===== src/rtl/pipeline_pkg.sv =====
// Shared types for the memory-access stage: FSM states, pipeline register
// layouts and the alignment helper.
package pipeline_pkg;

  typedef enum logic [1:0] {
    IDLE  = 2'd0,
    WAIT  = 2'd1,
    FAULT = 2'd2
  } mem_state_t;

  localparam logic [1:0] WORD_ALIGN_MASK = 2'b11;

  typedef struct packed {
    logic [31:0] alu_result;
    logic [31:0] write_data;
    logic [4:0]  write_register;
    logic [31:0] branch_address;
    logic        zero;
    logic        branch;
    logic        mem_read;
    logic        mem_write;
    logic        reg_write;
    logic        mem_to_reg;
  } exmem_t;

  typedef struct packed {
    logic [31:0] read_data;
    logic [31:0] alu_result;
    logic [4:0]  write_register;
    logic        reg_write;
    logic        mem_to_reg;
  } memwb_t;

  function automatic logic is_aligned(input logic [31:0] addr);
    return (addr[1:0] & WORD_ALIGN_MASK) == 2'b00;
  endfunction

  function automatic memwb_t memwb_from_exmem(input exmem_t e, input logic [31:0] rdata);
    memwb_t m;
    m.read_data      = rdata;
    m.alu_result     = e.alu_result;
    m.write_register = e.write_register;
    m.reg_write      = e.reg_write;
    m.mem_to_reg     = e.mem_to_reg;
    return m;
  endfunction

endpackage


===== src/rtl/mem_access_stage_if.sv =====
// Data-memory request/ready bus between the memory-access stage and memory.
interface mem_access_stage_if;
  logic        dmem_req;
  logic        dmem_we;
  logic [31:0] dmem_addr;
  logic [31:0] dmem_wdata;
  logic [31:0] dmem_rdata;
  logic        dmem_ready;

  modport master (
    output dmem_req, dmem_we, dmem_addr, dmem_wdata,
    input  dmem_rdata, dmem_ready
  );

  modport slave (
    input  dmem_req, dmem_we, dmem_addr, dmem_wdata,
    output dmem_rdata, dmem_ready
  );
endinterface


===== src/rtl/mem_access_stage_mem_wait_timer.sv =====
// Saturating wait counter for an outstanding memory access; flags when the
// programmed number of wait cycles has elapsed.
module mem_wait_timer #(
  parameter int unsigned TIMEOUT_CYCLES = 15
) (
  input  logic clk,
  input  logic reset,
  input  logic count,
  input  logic clear,
  output logic timeout
);

  localparam logic [7:0] LIMIT = 8'(TIMEOUT_CYCLES);

  logic [7:0] cnt;

  // Count wait cycles, saturating at the top of the range; clear wins.
  always_ff @(posedge clk or negedge reset) begin
    if (!reset) begin
      cnt <= '0;
    end else if (clear) begin
      cnt <= '0;
    end else if (count && cnt != '1) begin
      cnt <= cnt + 8'd1;
    end
  end

  assign timeout = (cnt == LIMIT);

endmodule


===== src/rtl/mem_access_stage.sv =====
// MEM pipeline stage: EX/MEM register, data-memory handshake, branch
// resolution, MEM/WB register and upstream stall generation.
module mem_access_stage
  import pipeline_pkg::*;
#(
  parameter int unsigned TIMEOUT_CYCLES = 15
) (
  input  logic                clk,
  input  logic                reset,
  input  logic [31:0]         alu_result_ex,
  input  logic [31:0]         write_data_ex,
  input  logic [4:0]          write_register_ex,
  input  logic [31:0]         branch_address_ex,
  input  logic                zero_ex,
  input  logic                ctrl_branch_ex,
  input  logic                ctrl_memRead_ex,
  input  logic                ctrl_memWrite_ex,
  input  logic                ctrl_regWrite_ex,
  input  logic                ctrl_memToReg_ex,
  mem_access_stage_if.master  dmem,
  output logic                stall,
  output logic                pc_src,
  output logic [31:0]         branch_target,
  output logic                mem_error,
  output logic [31:0]         read_data_mem_wb,
  output logic [31:0]         alu_result_mem_wb,
  output logic [4:0]          write_register_mem_wb,
  output logic                ctrl_regWrite_mem_wb,
  output logic                ctrl_memToReg_mem_wb
);

  exmem_t     exmem, exmem_in;
  memwb_t     memwb, memwb_next;
  mem_state_t state, state_next;
  logic       mem_op, aligned, req, err_set;
  logic       tmr_count, tmr_clear, tmr_timeout;
  logic [31:0] load_data;

  assign exmem_in = '{
    alu_result:     alu_result_ex,
    write_data:     write_data_ex,
    write_register: write_register_ex,
    branch_address: branch_address_ex,
    zero:           zero_ex,
    branch:         ctrl_branch_ex,
    mem_read:       ctrl_memRead_ex,
    mem_write:      ctrl_memWrite_ex,
    reg_write:      ctrl_regWrite_ex,
    mem_to_reg:     ctrl_memToReg_ex
  };

  assign mem_op    = exmem.mem_read | exmem.mem_write;
  assign aligned   = is_aligned(exmem.alu_result);
  assign load_data = exmem.mem_write ? '0 : dmem.dmem_rdata;

  mem_wait_timer #(.TIMEOUT_CYCLES(TIMEOUT_CYCLES)) u_timer (
    .clk     (clk),
    .reset   (reset),
    .count   (tmr_count),
    .clear   (tmr_clear),
    .timeout (tmr_timeout)
  );

  // Access sequencing: decide request, stall, MEM/WB contents and next state.
  // MEM/WB defaults to an all-zero bubble; only completed or non-memory
  // instructions overwrite it.
  always_comb begin
    state_next = state;
    req        = 1'b0;
    stall      = 1'b0;
    err_set    = 1'b0;
    tmr_count  = 1'b0;
    tmr_clear  = 1'b0;
    memwb_next = '0;
    case (state)
      IDLE: begin
        if (!mem_op) begin
          memwb_next = memwb_from_exmem(exmem, '0);
        end else if (!aligned) begin
          err_set = 1'b1;
        end else begin
          req = 1'b1;
          if (dmem.dmem_ready) begin
            memwb_next = memwb_from_exmem(exmem, load_data);
          end else begin
            stall      = 1'b1;
            tmr_count  = 1'b1;
            state_next = WAIT;
          end
        end
      end
      WAIT: begin
        req = 1'b1;
        if (dmem.dmem_ready) begin
          memwb_next = memwb_from_exmem(exmem, load_data);
          tmr_clear  = 1'b1;
          state_next = IDLE;
        end else if (tmr_timeout) begin
          stall      = 1'b1;
          err_set    = 1'b1;
          tmr_clear  = 1'b1;
          state_next = FAULT;
        end else begin
          stall     = 1'b1;
          tmr_count = 1'b1;
        end
      end
      FAULT: begin
        // EX/MEM still holds the aborted access here; it is dropped.
        if (!mem_op) begin
          memwb_next = memwb_from_exmem(exmem, '0);
        end
        state_next = IDLE;
      end
      default: state_next = IDLE;
    endcase
  end

  // Pipeline registers, FSM state and sticky error flag.
  always_ff @(posedge clk or negedge reset) begin
    if (!reset) begin
      exmem     <= '0;
      memwb     <= '0;
      state     <= IDLE;
      mem_error <= 1'b0;
    end else begin
      if (!stall) begin
        exmem <= exmem_in;
      end
      memwb <= memwb_next;
      state <= state_next;
      if (err_set) begin
        mem_error <= 1'b1;
      end
    end
  end

  assign dmem.dmem_req   = req;
  assign dmem.dmem_we    = exmem.mem_write;
  assign dmem.dmem_addr  = exmem.alu_result;
  assign dmem.dmem_wdata = exmem.write_data;

  assign pc_src        = exmem.branch & exmem.zero;
  assign branch_target = exmem.branch_address;

  assign read_data_mem_wb      = memwb.read_data;
  assign alu_result_mem_wb     = memwb.alu_result;
  assign write_register_mem_wb = memwb.write_register;
  assign ctrl_regWrite_mem_wb  = memwb.reg_write;
  assign ctrl_memToReg_mem_wb  = memwb.mem_to_reg;

endmodule

===== src/flat_wrapper.sv =====
// flat-port wrapper written by rule: the top's interface ports become plain ports
module mem_access_stage_flat import pipeline_pkg::*;
#(
  parameter int unsigned TIMEOUT_CYCLES = 15
)
  (clk, reset, alu_result_ex, write_data_ex, write_register_ex, branch_address_ex, zero_ex, ctrl_branch_ex, ctrl_memRead_ex, ctrl_memWrite_ex, ctrl_regWrite_ex, ctrl_memToReg_ex, stall, pc_src, branch_target, mem_error, read_data_mem_wb, alu_result_mem_wb, write_register_mem_wb, ctrl_regWrite_mem_wb, ctrl_memToReg_mem_wb, dmem_dmem_req, dmem_dmem_we, dmem_dmem_addr, dmem_dmem_wdata, dmem_dmem_rdata, dmem_dmem_ready);
  mem_access_stage_if dmem_i ();
  input  logic clk;
  input  logic reset;
  input  logic [31:0] alu_result_ex;
  input  logic [31:0] write_data_ex;
  input  logic [4:0] write_register_ex;
  input  logic [31:0] branch_address_ex;
  input  logic zero_ex;
  input  logic ctrl_branch_ex;
  input  logic ctrl_memRead_ex;
  input  logic ctrl_memWrite_ex;
  input  logic ctrl_regWrite_ex;
  input  logic ctrl_memToReg_ex;
  output logic stall;
  output logic pc_src;
  output logic [31:0] branch_target;
  output logic mem_error;
  output logic [31:0] read_data_mem_wb;
  output logic [31:0] alu_result_mem_wb;
  output logic [4:0] write_register_mem_wb;
  output logic ctrl_regWrite_mem_wb;
  output logic ctrl_memToReg_mem_wb;
  output wire logic [$bits(dmem_i.dmem_req)-1:0] dmem_dmem_req;
  output wire logic [$bits(dmem_i.dmem_we)-1:0] dmem_dmem_we;
  output wire logic [$bits(dmem_i.dmem_addr)-1:0] dmem_dmem_addr;
  output wire logic [$bits(dmem_i.dmem_wdata)-1:0] dmem_dmem_wdata;
  input wire logic [$bits(dmem_i.dmem_rdata)-1:0] dmem_dmem_rdata;
  input wire logic [$bits(dmem_i.dmem_ready)-1:0] dmem_dmem_ready;
  assign dmem_dmem_req = dmem_i.dmem_req;
  assign dmem_dmem_we = dmem_i.dmem_we;
  assign dmem_dmem_addr = dmem_i.dmem_addr;
  assign dmem_dmem_wdata = dmem_i.dmem_wdata;
  assign dmem_i.dmem_rdata = dmem_dmem_rdata;
  assign dmem_i.dmem_ready = dmem_dmem_ready;
  mem_access_stage #(.TIMEOUT_CYCLES(TIMEOUT_CYCLES)) u_core (.clk(clk), .reset(reset), .alu_result_ex(alu_result_ex), .write_data_ex(write_data_ex), .write_register_ex(write_register_ex), .branch_address_ex(branch_address_ex), .zero_ex(zero_ex), .ctrl_branch_ex(ctrl_branch_ex), .ctrl_memRead_ex(ctrl_memRead_ex), .ctrl_memWrite_ex(ctrl_memWrite_ex), .ctrl_regWrite_ex(ctrl_regWrite_ex), .ctrl_memToReg_ex(ctrl_memToReg_ex), .dmem(dmem_i), .stall(stall), .pc_src(pc_src), .branch_target(branch_target), .mem_error(mem_error), .read_data_mem_wb(read_data_mem_wb), .alu_result_mem_wb(alu_result_mem_wb), .write_register_mem_wb(write_register_mem_wb), .ctrl_regWrite_mem_wb(ctrl_regWrite_mem_wb), .ctrl_memToReg_mem_wb(ctrl_memToReg_mem_wb));
endmodule

===== config.mk =====
export PLATFORM = sky130hd
export DESIGN_NAME = mem_access_stage_flat
export DESIGN_NICKNAME = d
export VERILOG_FILES = /design/src/rtl/pipeline_pkg.sv /design/src/rtl/mem_access_stage_if.sv /design/src/rtl/mem_access_stage_mem_wait_timer.sv /design/src/rtl/mem_access_stage.sv /design/src/flat_wrapper.sv
export SDC_FILE = /design/constraint.sdc
export NUM_CORES = 1
export LEC_CHECK = 0
export ABC_AREA = 1
export CELL_PAD_IN_SITES_DETAIL_PLACEMENT = 1
export CELL_PAD_IN_SITES_GLOBAL_PLACEMENT = 1
export CORE_MARGIN = 3
export CORE_UTILIZATION = 34
export CTS_CLUSTER_DIAMETER = 150
export DETAILED_ROUTE_END_ITERATION = 8
export PLACE_DENSITY_LB_ADDON = 0.1
export SYNTH_ARGS = -nofsm -noshare
export SYNTH_HDL_FRONTEND = slang
export SYNTH_SLANG_ARGS = --single-unit

===== constraint.sdc =====
create_clock -name clk -period 3.2 [get_ports clk]
set_input_delay 0.8 -clock clk [delete_from_list [all_inputs] [get_ports clk]]
set_output_delay 0.8 -clock clk [all_outputs]
set_load 0.05 [all_outputs]

Word level (Yosys, flattened, before mapping)
Index checks and enable logic that the tools add are counted.
Word-level totals
  register bits after elaboration: 189
  bits of input ports: 142
  output and inout bits: 172
Operators by class
  $add $sub $neg: 1
  equal/unequal tests: 8
  muxes and demuxes: 31
  bitwise gates (word level): 2
  reduce and logical (&&, ||, !) cells: 5
Operators with widths (number)
  $mux 71: 3
  $pmux 71 s3: 1
  $mux 39: 1
  $mux 32: 1
  $mux 8: 2
  $mux 1: 13
  $mux 2: 5
  $add 8x1->8 const B: 1
  $eq 8x4->1 const B: 1
  $ne 8x8->1 const B: 1
  $pmux 1 s2: 4
  $logic_not 2->1: 2
  $ne 2x1->1 const B: 2
  $pmux 2 s2: 1
  $reduce_and 4->1: 1
  $ne 3x2->1 const B: 1
  $eq 2x1->1 const B: 1
  $eq 2x2->1 const B: 1
  $ne 2x2->1 const B: 1
  $reduce_bool 2->1: 1
  $and 1x1->1: 1
  $logic_and 1x1->1: 1
  $or 1x1->1: 1

Longest topological paths before layout
Gate-level depths: netlist of run 1.
  word-level depth: 7
  gate-level depth with buffers: 10
  depth with buffers taken out: 9

Modules after synthesis
Synthesis of run 1 repeated with hierarchy kept, for this count alone.
Unflattened totals
  cell total of the unflattened synthesis: 865
  area, all modules: 8187.9 um2
Modules (own cells, without submodules)
  mem_access_stage: times used 1, cells an instance 791, area an instance 7663.6 um2
  mem_wait_timer: times used 1, cells an instance 74, area an instance 524.3 um2

Worst setup path after synthesis of run 1
Ideal clock, no wire load.
  kind: register to output
  from: reg u_core.exmem, in the netlist u_core.dmem.dmem_we
  to: out stall
  arrival time: 1699 ps
  required time: 2400 ps
  setup slack: 701 ps
  cell stages (with the launch flop): 8
  buffers on the path: 1
  path through: dfrtp_1 -> inv_1 -> nand2_1 -> nand3_1 -> nand2_2 -> nand2_4 -> inv_2 -> buf_2
Between the ends
  longest elaborated chain between the ends: 3
Ends and longest elaborated chain
  from (decl): RTL line mem_access_stage.sv:32  | exmem_t exmem, exmem_in;
  from (signal assigned): RTL line mem_access_stage.sv:128  | exmem <= exmem_in;
  $or 1x1->1: RTL line mem_access_stage.sv:52  | assign mem_op = exmem.mem_read | exmem.mem_write;
  $mux 1: RTL line mem_access_stage.sv:77  | if (!mem_op) begin
  $pmux 1 s2: RTL line mem_access_stage.sv:75  | case (state)
  to (decl): RTL line flat_wrapper.sv:20  | output logic stall;
Every way passes these cells.

Worst setup path after layout of run 1
  from: reg u_core.exmem, in the netlist u_core.dmem.dmem_addr[1]
  to: out dmem_dmem_req
Between the ends
  longest elaborated chain between the ends: 4
Ends and longest elaborated chain
  $logic_not 2->1: RTL line pipeline_pkg.sv:35  | return (addr[1:0] & WORD_ALIGN_MASK) == 2'b00;
  $mux 1: RTL line mem_access_stage.sv:79  | end else if (!aligned) begin
  $mux 1: RTL line mem_access_stage.sv:77
  $pmux 1 s2: RTL line mem_access_stage.sv:75
  to (decl): RTL line flat_wrapper.sv:29  | output wire logic [$bits(dmem_i.dmem_req)-1:0] dmem_dmem_req;
Every way passes these cells.

==> results of run 1 <==
==> cell type report <==
| type | instances | area share, % |
|---|---|---|
| inverters | 49 | 1.667 |
| well taps | 280 | 3.176 |
| diodes | 3 | 0.06805 |
| flip-flops and latches | 189 | 42.87 |
| repair buffers | 320 | 29.45 |
| multi-input cells | 427 | 17.41 |
| clock buffers | 18 | 3.981 |
| clock inverters | 14 | 1.372 |
==> power by group through the flow <==
| stage | Combinational [uW] | Sequential, uW | Clock [uW] |
|---|---|---|---|
| after floorplan | 2040 | 3570 | 0 |
| after global placement | 3450 | 3050 | 0 |
| after detailed placement | 3470 | 3070 | 0 |
| after CTS | 3480 | 3030 | 2210 |
| after global routing | 3640 | 3080 | 2310 |
| final | 3430 | 3020 | 2130 |
==> kinds of logic after synthesis <==
group / synth area share, %
buffers and inverters: 14.96
flip-flops: 60.48
adder cells (fa/ha/maj): 0.1600
AO/OA/AOI/OAI: 5.248
AND/OR/NAND/NOR: 18.82
XOR/XNOR: 0.3361
==> worst max-delay path by stage <==
stage,slack [ns],endpoint,depth (start not counted),start
2_1_floorplan,0.70,stall,7,u_core.dmem.dmem_we
3_3_place_gp,0.59,stall,5,dmem_dmem_ready
3_5_place_dp,0.57,u_core.branch_target[17],7,dmem_dmem_ready
4_1_cts,0.27,dmem_dmem_req,4,u_core.dmem.dmem_addr[1]
5_1_grt,0.21,dmem_dmem_req,4,u_core.dmem.dmem_addr[1]
6_report,0.32,dmem_dmem_req,4,u_core.dmem.dmem_addr[1]
==> synthesized netlist by cell type <==
cell and count:
nand2_4 2, nand3_2 1, buf_4 106, nor3b_1 32, inv_2 1, nor2_2 2
buf_2 11, xnor2_1 2, a21oi_1 39, dfrtp_1 189, inv_1 48, buf_6 10
or2_1 1, clkbuf_1 3, nor4_1 1, nand2_1 269, xor2_1 1, nand4_1 1
o21ai_0 9, nand3b_1 2, o21ai_1 34, nor2_1 9, ha_1 1, nand3_1 18
buf_1 3, nand2_2 3
==> metrics by stage <==
step	worst slack, ns	cell area [um^2]	utilization, %
5_1_grt	0.2070	11030	49.62
2_1_floorplan	0.7011	7820	-
4_1_cts	0.2674	11020	49.59
6_report	0.3233	11030	49.63
3_5_place_dp	0.5697	10430	46.94
3_3_place_gp	0.5948	10430	46.94
==> sequential cells by signal, summed over array words and instances (netlist names), 2 cells and up <==
register,flops
u_core.state,2
u_core.dmem.dmem_addr,32
u_core.u_timer.cnt,8
u_core.write_register_mem_wb,5
u_core.branch_target,32
u_core.exmem,10
u_core.read_data_mem_wb,32
u_core.alu_result_mem_wb,32
u_core.dmem.dmem_wdata,32
==> routing by layer <==
layer	part of all wire (%)	track usage, %	up-vias
met1	41	22.05	2915
met5	0.057	0	-
met4	2.2	6.364	2
met2	51	31.16	156
li1	-	-	2804
met3	5.4	4.975	31
==> flow_summary_export.csv, run 1 <==
group,metric,value,unit
floorplanning,coreArea,22230,um^2
synth,synth_nets,941,
place,dp_hpwl,15720,um
outcome,status,"completed",
setup_path,cp.required,2.40,ns
clocking,path_clk_slew,0.08,ns
floorplanning,start_util,35.18,%
drt,viasPerCell,4.545,
final_layout,ff_latch_area,4730,um^2
setup_path,worstPathCellList,"nor2_2, nand3_1, nand2_2, clkdlybuf4s50_1",
synth,yosys.area.top_type,"dfrtp_1",
synth,synthTopCellsByArea,"dfrtp_1, nand2_1, buf_4",
synth,syn_area_per_cell,9.799,um^2
place,numPlacedInstances,1265,
setup_path,crit_path_end_kind,"output pin",
grt,grt_pass1_vias,6123,
timing,relSlewSlack,23.93,%
grt,grt_pass1_wl,34720,um
grt,grt_max_degree,148,
clocking,post_cts_buffers,0,
pwr,combPwrFrac,40.0,%
final_layout,synthToLayoutAreaGrowth,41.07,%
final_layout,final_cells,1300,
pwr,pwr-share-clk,24.9,%
clocking,holdBufCountCts,0,
timing,maxSlewViolCount,0,
pwr,vdd_drop_max,0.0004036,V
timing,finalHoldViolations,0,
synth,syn_area,7820,um^2
clocking,h-tree-depth,4,
setup_path,r2r_start,"u_core.dmem.dmem_addr[1]",
timing,finClkSkew,0.01465,ns
setup_path,cp_max_fo,3,
setup_path,r2r_slack,1.30,ns
pwr,swShare,41.57,%
grt,antenna_found_initial,3,
clocking,clk_latency,0.43,ns
setup_path,critical_path_arrival,2.08,ns
floorplanning,dieHeight,157.7,um
grt,gr-total-overflow,0,
timing,rsz0062_at_grt,"no",
final_layout,final_cell_mix,"clkdlybuf4s50_1, nand2_1, dfrtp_1, inv_1, a21oi_1",
flow_run,max-cap-violations,0,
timing,fin_crit_sh,89.90,%
synth,synth_cell_type_count,26,
drt,drt_first_pass_iters,4,
synth,seq_area_frac_synth,60.48,%
setup_path,timing.rr.end,"u_core.dmem.dmem_wdata[23]",
final_layout,final_nets,1147,
floorplanning,ios,314,
timing,setup_viol,0,
synth,yosys_warnings,0,
setup_path,cp_slowest_cell,"clkdlybuf4s50_1",
place,port_buffers,313,
floorplanning,die_x,157.7,um
pwr,netSwitchingPower,3568,uW
min_path,hold_class,"input port to asynchronous set/reset pin",
drt,wire_per_inst,17.41,um
clocking,root_buffer,"clkbuf_16",
pwr,power,8583,uW
clocking,clock_path_buffers,2,
pwr,p_int,5015,uW
setup_path,slowest_delay,0.82,ns
clocking,cts_tree,"done",
place,place.gp.congestion,0.7494,
floorplanning,die-area,24860,um^2
setup_path,reg2reg_depth,8,
drt,routed_wl,22630,um
synth,netlist_instances,798,
floorplanning,row_count,54,
final_layout,num-fill-cells,2500,
timing,max_freq,347.6,MHz
pwr,p_leak,0.005208,uW
grt,globalRouteTotalUtil,18.16,%
timing,fin_crit,2.877,ns
setup_path,crit_family,"buffers and inverters",
clocking,numClockSinks,189,
drt,drt-initial-drc-count,324,
final_layout,layout_commonest_cell,"clkdlybuf4s50_1",
final_layout,drive_gt1_share,5.015,%
drt,vias,5908,
timing,finalHoldWorstSlack,0.3721,ns
setup_path,crit_buf_inv,1,
pwr,pwr-share-seq,35.2,%
drt,drc,0,
final_layout,multiInputGateArea,1921,um^2
timing,tightestPinTransition,1.138,ns
setup_path,critPathKind,"flip-flop to output pin",
synth,synth_top_area_share,60.48,%
pwr,power.density,778.0,nW/um^2
synth,synth_seq_cells,189,
setup_path,start_kind,"flip-flop",
drt,antenna_left,0,
clocking,cts_resized,0,
clocking,cts_made_buffers,17,
timing,fin_tns_setup,0,ns
Note: power is estimated with default switching activity, not from simulation.
==> run 2, diff against run 1 <==
GPL_ROUTABILITY_DRIVEN = 1   (was unset)
PLACE_DENSITY_LB_ADDON = 0.12   (was 0.1)
SKIP_LAST_GASP = 1   (was unset)
==> run 2 against run 1 <==
- worst setup slack worse by 0.011 ns
- clock skew down 0.0036 ns
- sequential power about the same
- critical path type unchanged
- largest cell class unchanged
- via count down 0.98%
- fmax down 0.37%
- critical endpoint unchanged
- core utilization down 0.16 points
- final cell count down 0.15%
==> flow_summary_export.csv, run 2 (same netlist as run 1, synthesis figures left out) <==
group,metric,value,unit
outcome,status,"completed",
setup_path,crit_path_end_kind,"output pin",
timing,tightestPinTransition,1.156,ns
grt,grt_pass1_vias,6235,
clocking,numClockSinks,189,
floorplanning,coreArea,22230,um^2
grt,globalRouteTotalUtil,18.37,%
min_path,hold_class,"input port to asynchronous set/reset pin",
pwr,p_int,4966,uW
pwr,power,8467,uW
drt,wire_per_inst,17.68,um
place,port_buffers,313,
timing,fin_crit_sh,90.23,%
timing,finalHoldViolations,0,
floorplanning,dieHeight,157.7,um
clocking,cts_resized,0,
final_layout,final_nets,1149,
pwr,pwr-share-clk,23.7,%
timing,max_freq,346.3,MHz
floorplanning,ios,314,
floorplanning,die-area,24860,um^2
final_layout,final_cells,1298,
floorplanning,die_x,157.7,um
final_layout,final_cell_area,11000,um^2
setup_path,cp_max_fo,3,
clocking,h-tree-depth,4,
setup_path,cp_slowest_cell,"clkdlybuf4s50_1",
clocking,clk_latency,0.43,ns
final_layout,synthToLayoutAreaGrowth,40.61,%
place,place.gp.congestion,0.7471,
setup_path,worstPathCellList,"nor2_2, nand3_1, nand2_2, clkdlybuf4s50_1",
clocking,post_cts_buffers,0,
pwr,power.density,770.1,nW/um^2
final_layout,drive_gt1_share,4.916,%
clocking,cts_tree,"done",
timing,finClkSkew,0.01104,ns
timing,rsz0062_at_grt,"no",
clocking,clock_path_buffers,2,
place,dp_hpwl,16150,um
place,dpl-instance-area,10450,um^2
pwr,netSwitchingPower,3501,uW
grt,antenna_found_initial,1,
drt,viasPerCell,4.507,
clocking,path_clk_slew,0.07,ns
grt,grt_max_degree,148,
timing,fin_tns_setup,0,ns
setup_path,critPathKind,"flip-flop to output pin",
setup_path,cp.required,2.40,ns
pwr,swShare,41.35,%
drt,vias,5850,
final_layout,post-route-util,49.47,%
pwr,combPwrFrac,40.6,%
grt,grt_pass1_wl,35250,um
timing,setup_viol,0,
timing,relSlewSlack,22.76,%
clocking,holdBufCountCts,0,
final_layout,final_cell_mix,"clkdlybuf4s50_1, nand2_1, dfrtp_1, inv_1, a21oi_1",
flow_run,max-cap-violations,0,
drt,routed_wl,22950,um
drt,antenna_left,0,
floorplanning,row_count,54,
clocking,cts_made_buffers,17,
place,numPlacedInstances,1267,
final_layout,layout_commonest_cell,"clkdlybuf4s50_1",
setup_path,critical_path_arrival,2.09,ns
setup_path,start_kind,"flip-flop",
timing,fin_crit,2.887,ns
drt,drt-initial-drc-count,224,
timing,maxSlewViolCount,0,
pwr,vdd_drop_max,0.0003313,V
pwr,pwr-share-seq,35.7,%
floorplanning,start_util,35.18,%
drt,drc,0,
clocking,root_buffer,"clkbuf_16",
drt,drt_first_pass_iters,4,
setup_path,slowest_delay,0.84,ns
grt,gr-total-overflow,0,
pwr,p_leak,0.005188,uW
## run 2: cell count changes in the layout (fill, tap and decap cells not counted), sizes merged
cell / change
diode: -2
clkinv: -1
clkinvlp: +2
inv: -3
buf: +2
## run 2: per-layer routing
metal / share of wire, % / GRT usage (%) / vias up
met3: 5.6 / 4.265 / 32
li1: - / - / 2796
met5: 0 / 0 / -
met1: 42 / 22.58 / 2838
met2: 50 / 31.53 / 184
met4: 2.6 / 6.942 / 0
## run 2: worst paths after layout
check / start / to / slack (ns) / cells past startpoint
max in group asynchronous: reset / u_core.u_timer.cnt[3] / 2.06 / 2
min reg2reg: u_core.dmem.dmem_wdata[7] / u_core.dmem.dmem_wdata[7] / 0.47 / 2
max: u_core.dmem.dmem_addr[1] / dmem_dmem_req / 0.31 / 4
min: reset / u_core.branch_target[1] / 0.40 / 1
min in group clk: u_core.dmem.dmem_wdata[7] / u_core.dmem.dmem_wdata[7] / 0.47 / 2
max reg2reg: u_core.dmem.dmem_addr[1] / u_core.dmem.dmem_wdata[4] / 1.19 / 8
## run 2: cell type report
cell class | instances | area, um^2
multi-input combinational | 427 | 1921
sequential | 189 | 4730
fill | 2490 | 11230
antenna | 1 | 2.502
timing repair buffer | 322 | 3264
tap | 280 | 350.3
clock inverter | 12 | 115.1
inverter | 49 | 183.9
clock buffer | 18 | 429.2
## run 2: stage by stage
| step | hold slack [ns] | worst slack, ns |
|---|---|---|
| floorplan | 0.4417 | 0.7011 |
| global placement | 0.4527 | 0.5502 |
| detailed placement | 0.4578 | 0.4980 |
| CTS | 0.4194 | 0.2646 |
| global route | 0.4242 | 0.2023 |
| finish | 0.4033 | 0.3127 |
## run 2: worst max-delay path: cells and delay by family, from the launching register on
family	cells	cell delay, ns
buf+inv	1	0.84
simple gates	3	0.42
flops	1	0.41
## run 2: power by group through the flow
stage	combinational (uW)	clock, uW	sequential (uW)
4_1_cts	3490	2080	3030
5_1_grt	3650	2190	3080
6_report	3440	2010	3020
3_3_place_gp	3460	0	3050
3_5_place_dp	3480	0	3070
2_1_floorplan	2040	0	3570
==> run 3, diff against run 2 <==
PLACE_DENSITY = 0.92   (was unset)
PLACE_DENSITY_LB_ADDON = unset   (was 0.12)
==> run 3 against run 2 <==
- fmax decreased by 0.77%
- core utilization barely moved
- sequential share of layout area barely moved
- via count is 1.3% higher
- critical endpoint unchanged
- highest routed layer unchanged
==> flow_summary_export.csv, run 3 (same netlist as run 1, synthesis figures left out) <==
group,metric,value,unit
outcome,status,"completed",
place,place.gp.congestion,0.7746,
clocking,cts_tree,"done",
clocking,holdBufCountCts,0,
place,dp_hpwl,16660,um
floorplanning,coreArea,22230,um^2
setup_path,cp_slowest_cell,"clkdlybuf4s50_1",
floorplanning,die-area,24860,um^2
drt,viasPerCell,4.573,
setup_path,crit_buf_inv,1,
setup_path,crit_family,"buffers and inverters",
floorplanning,ios,314,
clocking,h-tree-depth,4,
final_layout,final_nets,1146,
pwr,p_leak,0.005197,uW
clocking,cts_resized,0,
grt,gr-total-overflow,0,
final_layout,diodes,0,
timing,tightestPinTransition,1.167,ns
floorplanning,start_util,35.18,%
place,port_buffers,313,
grt,grt_pass1_vias,6594,
timing,max_freq,343.7,MHz
drt,drt-initial-drc-count,242,
grt,grt_pass1_wl,36000,um
drt,drt_first_pass_iters,4,
floorplanning,die_x,157.7,um
clocking,clock_path_buffers,2,
setup_path,crit_path_end_kind,"output pin",
timing,finClkSkew,0.01977,ns
clocking,clk_latency,0.43,ns
timing,fin_crit_sh,90.93,%
pwr,power.density,781.5,nW/um^2
clocking,path_clk_slew,0.08,ns
final_layout,drive_gt1_share,4.724,%
setup_path,cp.required,2.40,ns
timing,setup_viol,0,
grt,globalRouteTotalUtil,18.68,%
grt,grt_max_degree,148,
clocking,cts_made_buffers,17,
drt,wire_per_inst,18.00,um
min_path,hold_class,"input port to asynchronous set/reset pin",
drt,drc,0,
setup_path,cp_max_fo,3,
timing,finalHoldViolations,0,
timing,fin_tns_setup,0,ns
grt,antenna_found_initial,0,
flow_run,max-cap-violations,0,
drt,routed_wl,23330,um
final_layout,layout_commonest_cell,"clkdlybuf4s50_1",
setup_path,critPathKind,"flip-flop to output pin",
final_layout,synthToLayoutAreaGrowth,40.69,%
timing,relSlewSlack,22.04,%
floorplanning,row_count,54,
final_layout,num-fill-cells,2440,
setup_path,worstPathCellList,"nor2_2, nand3_1, nand2_2, clkdlybuf4s50_1",
setup_path,slowest_delay,0.84,ns
pwr,vdd_drop_max,0.0003801,V
final_layout,post-route-util,49.49,%
drt,antenna_left,0,
clocking,numClockSinks,189,
drt,vias,5926,
setup_path,critical_path_arrival,2.11,ns
floorplanning,dieHeight,157.7,um
setup_path,start_kind,"flip-flop",
timing,rsz0062_at_grt,"no",
clocking,post_cts_buffers,0,
timing,maxSlewViolCount,0,
timing,fin_crit,2.910,ns
clocking,root_buffer,"clkbuf_16",
final_layout,final_cell_mix,"clkdlybuf4s50_1, nand2_1, dfrtp_1, inv_1, a21oi_1",
-- run 3: cell types whose count changed in the layout (fill, tap and decap cells not counted), moves of 2 or more --
cell	change
inv_6	+2
clkinvlp_4	-2
buf_4	-3
clkinv_4	-2
-- run 3: worst paths after layout --
kind	start	endpoint	slack [ns]	depth (start not counted)
worst min register to register	u_core.dmem.dmem_wdata[18]	u_core.dmem.dmem_wdata[18]	0.47	2
max in group asynchronous	reset	u_core.exmem[4]	2.09	2
worst max register to register	u_core.dmem.dmem_addr[1]	u_core.branch_target[14]	1.30	8
worst max-delay path	u_core.dmem.dmem_addr[1]	dmem_dmem_req	0.29	4
min in group clk	u_core.dmem.dmem_wdata[18]	u_core.dmem.dmem_wdata[18]	0.47	2
worst min-delay path	reset	u_core.dmem.dmem_addr[28]	0.33	1
-- run 3: worst register-to-register path: cells and delay by family, from the launching register on --
family                 cells  cell delay (ns)
AND/OR/NAND/NOR            6             0.78
buffers and inverters      2             0.63
flip-flops                 1             0.42
-- run 3: where the power goes --
part | internal, uW | switching, uW
Combinational | 1070 | 2380
Clock | 1120 | 1000
Sequential | 2820 | 211
Total | 5010 | 3590
-- run 3: cell type report --
cell class | count | area (um^2) | share of cell area [%]
repair buffers | 319 | 3242 | 29.47
flip-flops and latches | 189 | 4730 | 42.99
multi-input cells | 427 | 1921 | 17.46
clock inverters | 13 | 132.6 | 1.206
inverters | 49 | 183.9 | 1.672
clock buffers | 19 | 442.9 | 4.026
well taps | 280 | 350.3 | 3.184
-- run 3: metrics by stage --
| step | hold slack (ns) | worst slack (ns) | power [uW] | area (um^2) | std cells |
|---|---|---|---|---|---|
| final | 0.3274 | 0.2903 | 8598 | 11000 | 1296 |
| after global routing | 0.3345 | 0.1676 | 9034 | 11000 | 1296 |
| after CTS | 0.3322 | 0.2432 | 8707 | 11000 | 1296 |
| after detailed placement | 0.4590 | 0.5909 | 6556 | 10430 | 1264 |
| after global placement | 0.4523 | 0.6118 | 6450 | 10430 | 1264 |
| after floorplan | 0.4417 | 0.7011 | 5601 | 7820 | 798 |
-- run 3: routing by layer --
metal / GRT usage, % / wire [um] / vias up
met3: 4.046 / 957 / 47
met4: 7.438 / 859 / 0
met5: 0 / 0 / -
li1: - / - / 2790
met2: 34.24 / 12620 / 185
met1: 21.10 / 8893 / 2904
